$ cat src/rtl/vc_input_buffer.sv
// Router input unit: per-VC FIFOs with a registered dimension-order torus route.
// Heads go to the crossbar, or to a round-robin eject port when the flit is local.
module vc_input_buffer #(
    parameter int VC_NUM    = 2,
    parameter int BUF_DEPTH = 4,
    parameter int DIM_SIZE  = 4,
    parameter int FLIT_SIZE = 16,
    parameter int ROUTE_LEN = 3,
    parameter int COORD_W   = $clog2(DIM_SIZE),
    parameter int VC_W      = (VC_NUM > 1) ? $clog2(VC_NUM) : 1
) (
    input  logic                           clk,
    input  logic                           rst,
    input  logic [COORD_W-1:0]             cur_x,
    input  logic [COORD_W-1:0]             cur_y,
    input  logic [COORD_W-1:0]             cur_z,
    input  logic [FLIT_SIZE-1:0]           link_in,
    input  logic                           link_valid,
    output logic [VC_NUM-1:0]              link_avail,
    output logic [VC_NUM*FLIT_SIZE-1:0]    sw_out,
    output logic [VC_NUM*ROUTE_LEN-1:0]    sw_route,
    output logic [VC_NUM-1:0]              sw_valid,
    input  logic [VC_NUM-1:0]              sw_avail,
    output logic [FLIT_SIZE-1:0]           eject_out,
    output logic                           eject_valid,
    input  logic                           eject_avail
);

    localparam int PTR_W = $clog2(BUF_DEPTH);
    localparam int CNT_W = PTR_W + 1;

    localparam logic [ROUTE_LEN-1:0] DIR_LOCAL = '0;
    localparam logic [ROUTE_LEN-1:0] DIR_XPOS  = ROUTE_LEN'(1);
    localparam logic [ROUTE_LEN-1:0] DIR_XNEG  = ROUTE_LEN'(2);
    localparam logic [ROUTE_LEN-1:0] DIR_YPOS  = ROUTE_LEN'(3);
    localparam logic [ROUTE_LEN-1:0] DIR_YNEG  = ROUTE_LEN'(4);
    localparam logic [ROUTE_LEN-1:0] DIR_ZPOS  = ROUTE_LEN'(5);
    localparam logic [ROUTE_LEN-1:0] DIR_ZNEG  = ROUTE_LEN'(6);
    localparam logic [COORD_W-1:0]   HALF      = COORD_W'(DIM_SIZE / 2);

    logic [COORD_W-1:0]                    dx, dy, dz;
    logic [ROUTE_LEN-1:0]                  in_route;
    logic [VC_W-1:0]                       in_vc;
    logic [VC_NUM-1:0]                     push, pop, full, not_empty, eject_cand;
    logic [VC_NUM-1:0][FLIT_SIZE-1:0]      head_flit;
    logic [VC_NUM-1:0][ROUTE_LEN-1:0]      head_route;
    logic [VC_W-1:0]                       rr, eject_sel;
    logic                                  eject_fire;

    // Offsets wrap naturally in COORD_W bits, giving the forward ring distance.
    assign dx    = link_in[COORD_W-1:0]           - cur_x;
    assign dy    = link_in[2*COORD_W-1:COORD_W]   - cur_y;
    assign dz    = link_in[3*COORD_W-1:2*COORD_W] - cur_z;
    assign in_vc = link_in[3*COORD_W +: VC_W];

    always_comb begin
        in_route = DIR_LOCAL;
        if (dx != '0)      in_route = (dx <= HALF) ? DIR_XPOS : DIR_XNEG;
        else if (dy != '0) in_route = (dy <= HALF) ? DIR_YPOS : DIR_YNEG;
        else if (dz != '0) in_route = (dz <= HALF) ? DIR_ZPOS : DIR_ZNEG;
    end

    for (genvar v = 0; v < VC_NUM; v++) begin : g_vc
        logic [ROUTE_LEN+FLIT_SIZE-1:0] mem [BUF_DEPTH];
        logic [PTR_W-1:0]               rd_ptr, wr_ptr;
        logic [CNT_W-1:0]               cnt;

        assign full[v]       = (cnt == CNT_W'(BUF_DEPTH));
        assign not_empty[v]  = (cnt != '0);
        assign link_avail[v] = !full[v] && rst;
        assign push[v]       = link_valid && link_avail[v] && (in_vc == VC_W'(v));
        assign pop[v]        = (sw_valid[v] && sw_avail[v])
                             || (eject_fire && (eject_sel == VC_W'(v)));

        assign {head_route[v], head_flit[v]} = mem[rd_ptr];
        assign sw_valid[v]   = not_empty[v] && (head_route[v] != DIR_LOCAL);
        assign eject_cand[v] = not_empty[v] && (head_route[v] == DIR_LOCAL);

        // NOTE: sequential state uses <= so every block samples pre-edge values.
        always_ff @(posedge clk or negedge rst) begin
            if (!rst) begin
                rd_ptr <= '0;
                wr_ptr <= '0;
                cnt    <= '0;
            end else begin
                if (push[v]) wr_ptr <= wr_ptr + 1'b1;
                if (pop[v])  rd_ptr <= rd_ptr + 1'b1;
                case ({push[v], pop[v]})
                    2'b10:   cnt <= cnt + 1'b1;
                    2'b01:   cnt <= cnt - 1'b1;
                    default: cnt <= cnt;
                endcase
            end
        end

        // NOTE: storage has no reset; the count alone decides which entries are live.
        always_ff @(posedge clk) begin
            if (push[v]) mem[wr_ptr] <= {in_route, link_in};
        end
    end

    assign sw_out   = head_flit;
    assign sw_route = head_route;

    // First local head at or after rr wins the eject port.
    always_comb begin
        logic [VC_W:0] idx;
        idx         = '0;
        eject_sel   = '0;
        eject_valid = 1'b0;
        for (int i = 0; i < VC_NUM; i++) begin
            idx = {1'b0, rr} + (VC_W+1)'(i);
            if (idx >= (VC_W+1)'(VC_NUM)) idx = idx - (VC_W+1)'(VC_NUM);
            if (!eject_valid && eject_cand[idx[VC_W-1:0]]) begin
                eject_valid = 1'b1;
                eject_sel   = idx[VC_W-1:0];
            end
        end
    end

    assign eject_out  = head_flit[eject_sel];
    assign eject_fire = eject_valid && eject_avail;

    always_ff @(posedge clk or negedge rst) begin
        if (!rst) begin
            rr <= '0;
        end else if (eject_fire) begin
            rr <= (eject_sel == VC_W'(VC_NUM - 1)) ? '0 : eject_sel + 1'b1;
        end
    end

endmodule
$ cat config.mk
export PLATFORM = sky130hd
export DESIGN_NAME = vc_input_buffer
export DESIGN_NICKNAME = d
export VERILOG_FILES = /design/src/rtl/vc_input_buffer.sv
export SDC_FILE = /design/constraint.sdc
export NUM_CORES = 1
export LEC_CHECK = 0
export ABC_AREA = 1
export BUFFER_PORTS_ARGS = -buffer_cell sky130_fd_sc_hd__buf_2
export CAP_MARGIN = 20
export CORE_MARGIN = 4
export CORE_UTILIZATION = 58
export CTS_CLUSTER_SIZE = 12
export DETAILED_ROUTE_END_ITERATION = 10
export PLACE_DENSITY = 0.8
export SYNTH_ARGS = -nofsm -noshare
export SYNTH_HDL_FRONTEND = slang
export SYNTH_SLANG_ARGS = --single-unit
$ cat constraint.sdc
create_clock -name clk -period 3 [get_ports clk]
set_input_delay 0.3 -clock clk [delete_from_list [all_inputs] [get_ports clk]]
set_output_delay 0.3 -clock clk [all_outputs]
set_load 0.01 [all_outputs]
==> run metrics <==
status=complete, no violations; worst-path cell chain=buf_4 > nand2_1 > nand3_1 > nand2_1 > nand4_1 > clkinv_2 > nand2_8 > clkinv_8 > nand2_4 > nand2_2 > ha_1 > inv_1 > fa_1 > a21oi_1 > o21ai_0 > xor2_1; antenna cells=0; Setup Viol. Count Final=0; CP required=3300 ps; Max-cap violations=0; crit share post-route=93.5%; Final Total Pwr=8.80 mW; DRT iter0 DRCs=481; Final Hold Fails=0; maximum clock insertion buffer count=2; Unique masters post-synth=33; GRT Util Overall=24.1%; placed cell areas=0.00776 mm2; Rows=40; clock-pin slew on the worst setup and hold paths=60 ps; H-Tree Depth=4; Detail Placement HPWL=10,700 um; final wirelength=16,800 um; Layout fillers=794; Worst-Margin Slew=861 ps; Hold Crit Class=input pin to flip-flop; DIE AREA=0.0140 mm2; total grt overflow=0; Die Ht=118 um; synthesized instance count=583; Critical Path AT=3110 ps; commonest non-fill, non-tap cell in the layout=edfxtp_1; Slew Viols, Final=0; Worst Skew=8.95 ps; Port Buffers=86; Placer Congestion=0.858; syn avg cell area=12.1 um2; core box area=0.0120 mm2; share of the yosys chip area belonging to registers=69.9%; Die X=118 um; Pwr Density=1040 mW/mm2; largest net degree at the start of global routing=22; layout cell share with drive strength beyond 1=24.2%; crit-path max FO=17; Seq cells post-synth=167; area grow syn2layout=19.7%; final worst setup slack=195 ps; Post-DRT Antenna Nets=0; Slowest Stage Delay on Critical Path=470 ps; pre-CTS WS=42.4 ps; Non-Filler Instances=855; CTS buffer count=17; Setup crit start kind=flip-flop; CTS tree=done; Initial Util=59.1%; NumNets Final=741; Net Count, Synth=628; drt wl/cell=19.6 um; multi-input logic area=0.00185 mm2; Pleak=3.35 nW; maximum VDD drop=0.565 mV; DR pass1 iterations=7; # DRC=0; relative slew slack=42.0%; Post-Syn Area=0.00707 mm2; critical setup path kind=flip-flop to flip-flop; clock root buffer=clkbuf_16; Worst path most repeated cell=nand2_1; vias in the first global route=4,987; minimum clock period=2800 ps; I/O pin total=87; FF+latch area=0.00494 mm2; via count=5,006; final instance area=0.00846 mm2; Max Clk Rate=0.357 GHz; DP Cell Count=815; global-route wire length before repair=25,700 um; antenna violations before repair=0; Crit. Startpoint=g_vc[1].rd_ptr[0]; Clock Latency Late Sink=430 ps; most frequent cells in the layout=edfxtp_1 (152), nand2_1 (99), buf_2 (86), nor2_1 (69), o21ai_0 (69); critical path capture point type=flip-flop; Util after Layout=70.7%; Worst Hold Launch=link_in[12]; Slowest cell on crit path=dfrtp_2; worst r2r src=g_vc[1].rd_ptr[0]; clock sink count=167; yosys warns=0; vias per cell=5.85
-- Yosys cell counts --
| master | count | area (um2) |
|---|---|---|
| inv_2 | 4 | 15.0 |
| clkinv_1 | 1 | 3.75 |
| nand3_1 | 21 | 105 |
| nand3b_1 | 1 | 7.51 |
| nand2_1 | 99 | 372 |
| nand4_1 | 1 | 6.26 |
| inv_1 | 36 | 135 |
| o211ai_1 | 1 | 7.51 |
| fa_1 | 2 | 40.0 |
| ha_1 | 15 | 188 |
| nand2_4 | 1 | 11.3 |
| nand2_2 | 4 | 25.0 |
| buf_2 | 4 | 20.0 |
| buf_4 | 2 | 15.0 |
| xor2_1 | 10 | 87.6 |
| edfxtp_1 | 152 | 4560 |
| buf_6 | 3 | 33.8 |
| a31oi_1 | 4 | 25.0 |
| o22ai_1 | 32 | 200 |
| xnor2_1 | 4 | 35.0 |
| clkbuf_1 | 14 | 52.6 |
| clkinv_2 | 1 | 5.00 |
| a21oi_1 | 4 | 20.0 |
| nor2_4 | 1 | 11.3 |
| buf_1 | 1 | 3.75 |
| inv_6 | 1 | 8.76 |
| nand2_8 | 1 | 20.0 |
| nand3_4 | 2 | 35.0 |
| o21ai_1 | 1 | 5.00 |
| o21ai_0 | 69 | 345 |
| dfrtp_1 | 15 | 375 |
| nor2_1 | 75 | 282 |
| or2_2 | 1 | 6.26 |
-- repair_timing --
item,4_1_cts,5_1_grt
hold endpoints to repair,15,0
endpoints found under the setup margin,1,2
resized for setup,1,9
pin swaps,0,1
setup buffers,0,8
hold buffers,1,0
-- power breakdown --
part | switching [mW] | total [mW] | leakage (nW) | internal [mW]
clock network | 0.851 | 2.23 | 0.295 | 1.38
logic | 2.39 | 3.65 | 1.51 | 1.26
registers | 0.132 | 2.92 | 1.55 | 2.78
-- area by class of cell --
| cell class | instances | share of cell area [%] |
|---|---|---|
| Sequential cell | 167 | 58.4 |
| Tap cell | 147 | 2.17 |
| Inverter | 43 | 2.16 |
| Timing Repair Buffer | 118 | 8.15 |
| Clock buffer | 18 | 5.07 |
| Multi-Input combinational cell | 349 | 21.9 |
| Clock inverter | 13 | 2.14 |
-- kinds of logic (layout without fill, tap and decap cells) --
family,after synthesis,count (layout),synth area share (%)
adders and majority gates,17,17,3.22
xor gates and xnor gates,14,14,1.74
AOI/OAI and AO/OA,111,111,8.53
DFF,167,167,69.9
buffers and inverters,67,192,4.14
and+or+nand+nor,207,207,12.5
-- path summary, 6_finish.rpt --
kind | endpoint | slack, ps | cells past startpoint
max in group asynchronous | g_vc[1].rd_ptr[1] | 2450 | 3
min | g_vc[0].mem[0][12] | 140 | 1
min reg2reg | g_vc[0].cnt[0] | 470 | 1
max | g_vc[1].cnt[2] | 200 | 16
max reg2reg | g_vc[1].cnt[2] | 200 | 16
min in group asynchronous | g_vc[1].cnt[0] | 350 | 3
-- metrics by stage --
step | hold slack [ps] | TNS, ps
floorplan | 4.41 | 0
global placement | 278 | 0
detailed placement | 275 | 0
CTS | 126 | 0
global route | 143 | -0.443
finish | 140 | 0
-- state kept, by name, indices dropped and copies added (netlist names) --
name	count
g_vc.rd_ptr	4
g_vc.wr_ptr	4
rr	1
g_vc.cnt	6
g_vc.mem	152
-- worst max-delay path: cells and delay by family, from the launching register on --
kind	cells	cell delay (ps)
AND/OR/NAND/NOR	7	720
buffers and inverters	4	480
adder cells (fa/ha/maj)	2	540
flip-flops	1	470
XOR/XNOR	1	160
AO/OA/AOI/OAI	2	300
-- per-layer routing --
metal | wire length [um] | GRT usage (%) | vias to the layer above
li1 | - | - | 2270
met1 | 6320 | 29.5 | 2426
met2 | 8430 | 39.8 | 274
met3 | 1660 | 7.32 | 36
met4 | 384 | 10.5 | 0
met5 | 0 | 0 | -
(Power assumes the default switching activity.)
